--- src/rtl/core_ex_muldiv.sv ---
// Iterative multiply/divide unit for EX. It owns HI/LO, runs MULT/MULTU/DIV/DIVU on
// operand magnitudes over XLEN/STEPS_PER_CYCLE cycles, and then applies the sign fix.
//
//   state  | meaning
//   IDLE   | no operation; MTHI/MTLO writes accepted; hi/lo readable without stall
//   RUN    | STEPS_PER_CYCLE shift-add / restoring shift-subtract steps per cycle
//   FIX    | sign correction; hi/lo written at exit edge, done pulses next cycle
module core_ex_muldiv #(
  parameter int XLEN            = 64,
  parameter int STEPS_PER_CYCLE = 1
) (
  input  logic            clock,
  input  logic            reset,
  input  logic            start,
  input  logic [1:0]      op,
  input  logic [XLEN-1:0] A,
  input  logic [XLEN-1:0] B,
  input  logic            mf_req,
  input  logic            mt_hi,
  input  logic            mt_lo,
  input  logic [XLEN-1:0] mt_data,
  input  logic            flush,
  output logic [XLEN-1:0] hi,
  output logic [XLEN-1:0] lo,
  output logic            busy,
  output logic            done,
  output logic            stall
);

  localparam int ITERS = XLEN / STEPS_PER_CYCLE;
  localparam int CNT_W = (ITERS > 1) ? $clog2(ITERS) : 1;
  localparam logic [CNT_W-1:0] CNT_LAST = CNT_W'(ITERS - 1);

  typedef enum logic [1:0] {S_IDLE, S_RUN, S_FIX} state_e;

  state_e              state_q, state_d;
  logic                is_div_q, is_div_d;
  logic                neg_a_q, neg_a_d;
  logic                neg_b_q, neg_b_d;
  logic [XLEN-1:0]     mag_a_q, mag_a_d;
  logic [XLEN-1:0]     mag_b_q, mag_b_d;
  logic [2*XLEN-1:0]   acc_q, acc_d;
  logic [CNT_W-1:0]    cnt_q, cnt_d;
  logic [XLEN-1:0]     hi_q, hi_d;
  logic [XLEN-1:0]     lo_q, lo_d;
  logic                done_q, done_d;

  logic                in_signed;
  logic [XLEN-1:0]     in_mag_a, in_mag_b;
  logic [2*XLEN-1:0]   acc_step;
  logic [XLEN:0]       sum;
  logic [XLEN:0]       trial;
  logic [2*XLEN-1:0]   prod_fix;
  logic [XLEN-1:0]     hi_res, lo_res;

  // op encoding: bit 1 selects divide, bit 0 selects unsigned
  always_comb begin
    in_signed = ~op[0];
    in_mag_a  = (in_signed && A[XLEN-1]) ? -A : A;
    in_mag_b  = (in_signed && B[XLEN-1]) ? -B : B;
  end

  // acc holds {partial product, multiplier} or {remainder, dividend/quotient}
  always_comb begin
    acc_step = acc_q;
    sum      = '0;
    trial    = '0;
    for (int i = 0; i < STEPS_PER_CYCLE; i++) begin
      if (!is_div_q) begin
        sum      = {1'b0, acc_step[2*XLEN-1:XLEN]} + (acc_step[0] ? {1'b0, mag_a_q} : '0);
        acc_step = {sum, acc_step[XLEN-1:1]};
      end else begin
        trial = acc_step[2*XLEN-1:XLEN-1] - {1'b0, mag_b_q};
        if (!trial[XLEN]) acc_step = {trial[XLEN-1:0], acc_step[XLEN-2:0], 1'b1};
        else              acc_step = {acc_step[2*XLEN-2:0], 1'b0};
      end
    end
  end

  always_comb begin
    prod_fix = (neg_a_q ^ neg_b_q) ? -acc_q : acc_q;
    if (!is_div_q) begin
      hi_res = prod_fix[2*XLEN-1:XLEN];
      lo_res = prod_fix[XLEN-1:0];
    end else if (mag_b_q == '0) begin
      // divide by zero returns the original dividend, rebuilt from magnitude and sign
      lo_res = '1;
      hi_res = neg_a_q ? -mag_a_q : mag_a_q;
    end else begin
      lo_res = (neg_a_q ^ neg_b_q) ? -acc_q[XLEN-1:0] : acc_q[XLEN-1:0];
      hi_res = neg_a_q ? -acc_q[2*XLEN-1:XLEN] : acc_q[2*XLEN-1:XLEN];
    end
  end

  always_comb begin
    state_d  = state_q;
    is_div_d = is_div_q;
    neg_a_d  = neg_a_q;
    neg_b_d  = neg_b_q;
    mag_a_d  = mag_a_q;
    mag_b_d  = mag_b_q;
    acc_d    = acc_q;
    cnt_d    = cnt_q;
    hi_d     = hi_q;
    lo_d     = lo_q;
    done_d   = 1'b0;
    case (state_q)
      S_IDLE: begin
        if (!flush) begin
          if (start) begin
            state_d  = S_RUN;
            is_div_d = op[1];
            neg_a_d  = in_signed & A[XLEN-1];
            neg_b_d  = in_signed & B[XLEN-1];
            mag_a_d  = in_mag_a;
            mag_b_d  = in_mag_b;
            cnt_d    = '0;
            acc_d    = op[1] ? {{XLEN{1'b0}}, in_mag_a} : {{XLEN{1'b0}}, in_mag_b};
          end else begin
            if (mt_hi) hi_d = mt_data;
            if (mt_lo) lo_d = mt_data;
          end
        end
      end
      S_RUN: begin
        if (flush) begin
          state_d = S_IDLE;
        end else begin
          acc_d = acc_step;
          cnt_d = cnt_q + 1'b1;
          if (cnt_q == CNT_LAST) state_d = S_FIX;
        end
      end
      S_FIX: begin
        state_d = S_IDLE;
        if (!flush) begin
          hi_d   = hi_res;
          lo_d   = lo_res;
          done_d = 1'b1;
        end
      end
      default: state_d = S_IDLE;
    endcase
  end

  always_ff @(posedge clock or negedge reset) begin
    if (!reset) begin
      state_q  <= S_IDLE;
      is_div_q <= 1'b0;
      neg_a_q  <= 1'b0;
      neg_b_q  <= 1'b0;
      mag_a_q  <= '0;
      mag_b_q  <= '0;
      acc_q    <= '0;
      cnt_q    <= '0;
      hi_q     <= '0;
      lo_q     <= '0;
      done_q   <= 1'b0;
    end else begin
      state_q  <= state_d;
      is_div_q <= is_div_d;
      neg_a_q  <= neg_a_d;
      neg_b_q  <= neg_b_d;
      mag_a_q  <= mag_a_d;
      mag_b_q  <= mag_b_d;
      acc_q    <= acc_d;
      cnt_q    <= cnt_d;
      hi_q     <= hi_d;
      lo_q     <= lo_d;
      done_q   <= done_d;
    end
  end

  assign hi    = hi_q;
  assign lo    = lo_q;
  assign busy  = (state_q != S_IDLE);
  assign done  = done_q;
  assign stall = busy && (start || mf_req || mt_hi || mt_lo);

endmodule

--- config.mk ---
export PLATFORM = sky130hd
export DESIGN_NAME = core_ex_muldiv
export DESIGN_NICKNAME = d
export VERILOG_FILES = /design/src/rtl/core_ex_muldiv.sv
export SDC_FILE = /design/constraint.sdc
export NUM_CORES = 2
export LEC_CHECK = 0
export ABC_AREA = 1
export BUFFER_PORTS_ARGS = -buffer_cell sky130_fd_sc_hd__buf_2
export CORE_MARGIN = 10
export CORE_UTILIZATION = 40
export DETAILED_ROUTE_END_ITERATION = 16
export SYNTH_ARGS = -nofsm -noshare
export SYNTH_HDL_FRONTEND = slang
export SYNTH_SLANG_ARGS = --single-unit
export TNS_END_PERCENT = 10
--- constraint.sdc ---
create_clock -name clock -period 5.24 [get_ports clock]
set_clock_uncertainty 0.05 [all_clocks]
set_input_delay 0.524 -clock clock [delete_from_list [all_inputs] [get_ports clock]]
set_output_delay 0.524 -clock clock [all_outputs]
set_load 0.01 [all_outputs]
==> run_results.csv <==
group,metric,value,unit
worst_setup_path,worst_ep_arrival_time,4.78,ns
timing,max_clock_freq,234,MHz
min_path,hold_class,"primary input to register",
timing,hold_viol,0,
clocking,cts_resized,0,
placement,dp.final_hpwl,240,mm
route,drc_errors,0,
timing,relSlewSlack,0.204,
power_and_ir_drop,p_total,24.5,mW
placement,port_buffers,331,
route,wirelength,291,mm
worst_setup_path,critPathLaunchType,"register",
floorplanning,die_h,357,um
route,ant_nets,0,
clocking,htree_levels,2,
synthesis,yosys_warnings,0,
synthesis,synthesis.nets,8446,
synthesis,post_synth.cell_area_avg,5.59,sq um
worst_setup_path,cp_slowest_stage_delay,0.75,ns
worst_setup_path,endpoint_kind,"register",
floorplanning,coreArea,112000,sq um
synthesis,postSynthCellCount,8109,
finish,nets,8665,
synthesis,synth-xor-area-share,0.0375,
worst_setup_path,critPathBufInv,4,
outcome,outcome,"finished, final reports clean",
floorplanning,rows,123,
placement,gp_congestion,1.17,
worst_setup_path,cp_top_family,"simple AND/OR/NAND/NOR gates",
synthesis,synth_top_family_by_area,"simple AND/OR/NAND/NOR gates",
synthesis,yosys_register_bits,396,
clocking,clockBufferDepth,3,
floorplanning,die_area,127000,sq um
synthesis,synth_seq_area_share,0.218,
grt,grt_usage,0.433,
grt,antenna_found_initial,17,
clocking,cts-root-buf,"clkbuf_16",
timing,setup-tns-final,0,ns
power_and_ir_drop,p_leak,25.9,nW
route,vias,59655,
grt,grt_pass1_wl,399,mm
synthesis,yosys-top-cells-area,"dfrtp_1 22%, nand2_1 22%, nor2_1 9.2%",
worst_setup_path,cp_common_cell,"nand2_1",
synthesis,synth_top_cell_area_share,0.218,
finish,area_growth,11.8,%
timing,tightest_slew,1.18,ns
synthesis,synth_mux_area_frac,0,
synthesis,yosys-top-cells-count,"2626 x nand2_1, 1106 x nor2_1, 1029 x inv_1, 803 x nand3_1, 440 x o21ai_0",
route,first_pass_iters,13,
grt,gr-total-overflow,0,
worst_setup_path,crit_chain,"nand2_1, inv_1, ha_1, inv_1, fa_1, inv_1, nand2_1, o21ai_0, nand2_1, nand2_1, nand2_1, nand2_1, nand3_1, nand4_1, nand3_1, nand2_1, inv_1, nand2_1, nand2_1",
synthesis,synthFlopType,"dfrtp_1",
timing,drv_slew,0,
synthesis,yosysTopAreaCell,"dfrtp_1",
worst_setup_path,crit_type,"register to register",
synthesis,synth_most_common_cell,"nand2_1",
grt,grt_start_max_net_pins,139,
clocking,insertion_delay,0.68,ns
finish,seqCellArea,9920,sq um
route,wire_per_inst,29.4,um
worst_setup_path,critPathSlowestCell,"dfrtp_2",
finish,drive_above_1_share,0.0795,
timing,period_share,0.814,
grt,grt_pass1_vias,53139,
synthesis,async_flop_share,1.00,
floorplanning,ios,332,
worst_setup_path,crit_fanout,26,
synthesis,synth_fa_ha_area_frac,0.0378,
route,via_per_inst,6.04,
power_and_ir_drop,peakVddDrop,0.288,mV
run,maxCapViolations,0,
synthesis,synth.distinct_cells,54,
clocking,tritoncts,"done",
synthesis,synth_edf_count,0,
timing,rsz0062_at_grt,"false",
floorplanning,die_w,357,um
route,drt_iter0_drc,10144,
synthesis,yosys.area_share.simple,0.448,
timing,setup_viol,0,
clocking,numCtsBuffers,50,
worst_setup_path,worstPathRequired,5.75,ns
clocking,cts.clk_slew.worst_paths,0.07,ns
finish,multi_input_area,30400,sq um
floorplanning,start_util,0.403,
clocking,cts_sinks,396,
timing,fin_crit,4.26,ns
finish,filler_cell_count,12408,
synthesis,synth-compound-area-share,0.147,
synthesis,syn_area,45400,sq um
power_and_ir_drop,power_density,483,nW/um^2
final timing paths:
kind	from	to	slack (ns)	cells after the start
setup / recovery	acc_q[0]	acc_q[107]	0.98	19
hold / removal	A[18]	mag_a_q[18]	0.10	3
setup reg to reg	acc_q[0]	acc_q[107]	0.98	19
hold reg to reg	hi[21]	hi[21]	0.44	2
max in group asynchronous	reset	lo[12]	3.47	3
min in group asynchronous	reset	hi[40]	0.37	2
per-layer routing:
metal / wire, um / up-vias / part of all wire / track usage
li1: - / 26445 / - / -
met1: 116000 / 28032 / 0.40 / 0.585
met2: 111000 / 4421 / 0.38 / 0.579
met3: 42400 / 739 / 0.15 / 0.158
met4: 20900 / 18 / 0.072 / 0.254
met5: 300 / - / 0.0010 / 0.0124
where the power goes:
group          internal, mW  switching, mW
clock                  2.47           1.68
combinational          3.99           11.2
sequential             3.79           1.34
total                  10.3           14.2
flip-flops by register name (all words and copies together) (netlist names), 2 cells and up:
| name | flops |
|---|---|
| state_q | 2 |
| cnt_q | 6 |
| hi | 64 |
| lo | 64 |
| acc_q | 128 |
| mag_a_q | 64 |
| mag_b_q | 64 |
worst reg2reg max path: stages, from the launching register on:
cell,delay [ns]
dfrtp_2,0.75
nand2_1,0.11
inv_1,0.08
ha_1,0.29
inv_1,0.14
fa_1,0.44
inv_1,0.17
nand2_1,0.06
o21ai_0,0.54
nand2_1,0.10
nand2_1,0.32
nand2_1,0.09
nand2_1,0.25
nand3_1,0.18
nand4_1,0.13
nand3_1,0.16
nand2_1,0.13
inv_1,0.07
nand2_1,0.06
nand2_1,0.05
kinds of logic after synthesis:
group	after synthesis
AO/OA/AOI/OAI	1177
flip-flops	396
buffers and inverters	1317
XOR/XNOR	194
AND/OR/NAND/NOR	4889
adder cells (fa/ha/maj)	136
stage by stage:
stage	utilization	area, sq um	setup slack [ns]	hold WS, ns	instances
global placement	0.434	48800	1.17	0.409	9775
floorplan	-	45400	2.08	0.178	8109
CTS	0.451	50700	1.14	0.0914	9870
finish	0.451	50700	0.976	0.101	9877
detailed placement	0.434	48800	1.14	0.420	9775
global route	0.451	50700	0.893	0.141	9872
what timing repair did:
item | in CTS | in global routing
hold endpoints to repair | 60 | 0
endpoints found under the setup margin | 0 | 0
hold buffers | 1 | 0
buffers inserted | 0 | 0
layout by cell type (no fill, tap or decap), types with 5 or more instances in the layout:
cell type / count
nand2_2: 7
and3_1: 6
a21boi_0: 18
a2bb2oi_1: 60
nand3_1: 803
clkinv_2: 11
a21boi_1: 27
buf_12: 12
inv_2: 16
o21bai_1: 33
nor2_4: 8
nand2_1: 2624
a21o_1: 6
a22oi_1: 22
nand3b_1: 33
a31oi_1: 74
nor2_2: 15
o31ai_1: 5
o211ai_1: 33
bufinv_16: 11
clkbuf_16: 51
dfrtp_1: 393
a21oi_1: 414
nand4_1: 134
buf_2: 330
ha_1: 134
o21ai_0: 440
nor2_1: 1101
o21ai_1: 23
diode_2: 7
xor2_1: 159
buf_4: 92
xnor2_1: 35
nand2_4: 7
or2_2: 64
clkbuf_8: 9
inv_1: 1026
o21a_1: 11
nor3_1: 63
final cells by class:
| class | instances | area share |
|---|---|---|
| Clock inverter | 30 | 0.00967 |
| Inverter | 1048 | 0.0777 |
| Antenna cell | 7 | 0.000345 |
| Timing Repair Buffer | 436 | 0.0514 |
| Tap cell | 1500 | 0.0370 |
| Sequential cell | 396 | 0.196 |
| Clock buffer | 64 | 0.0279 |
| Multi-Input combinational cell | 6396 | 0.600 |
Note: power is estimated with default switching activity, not from simulation.
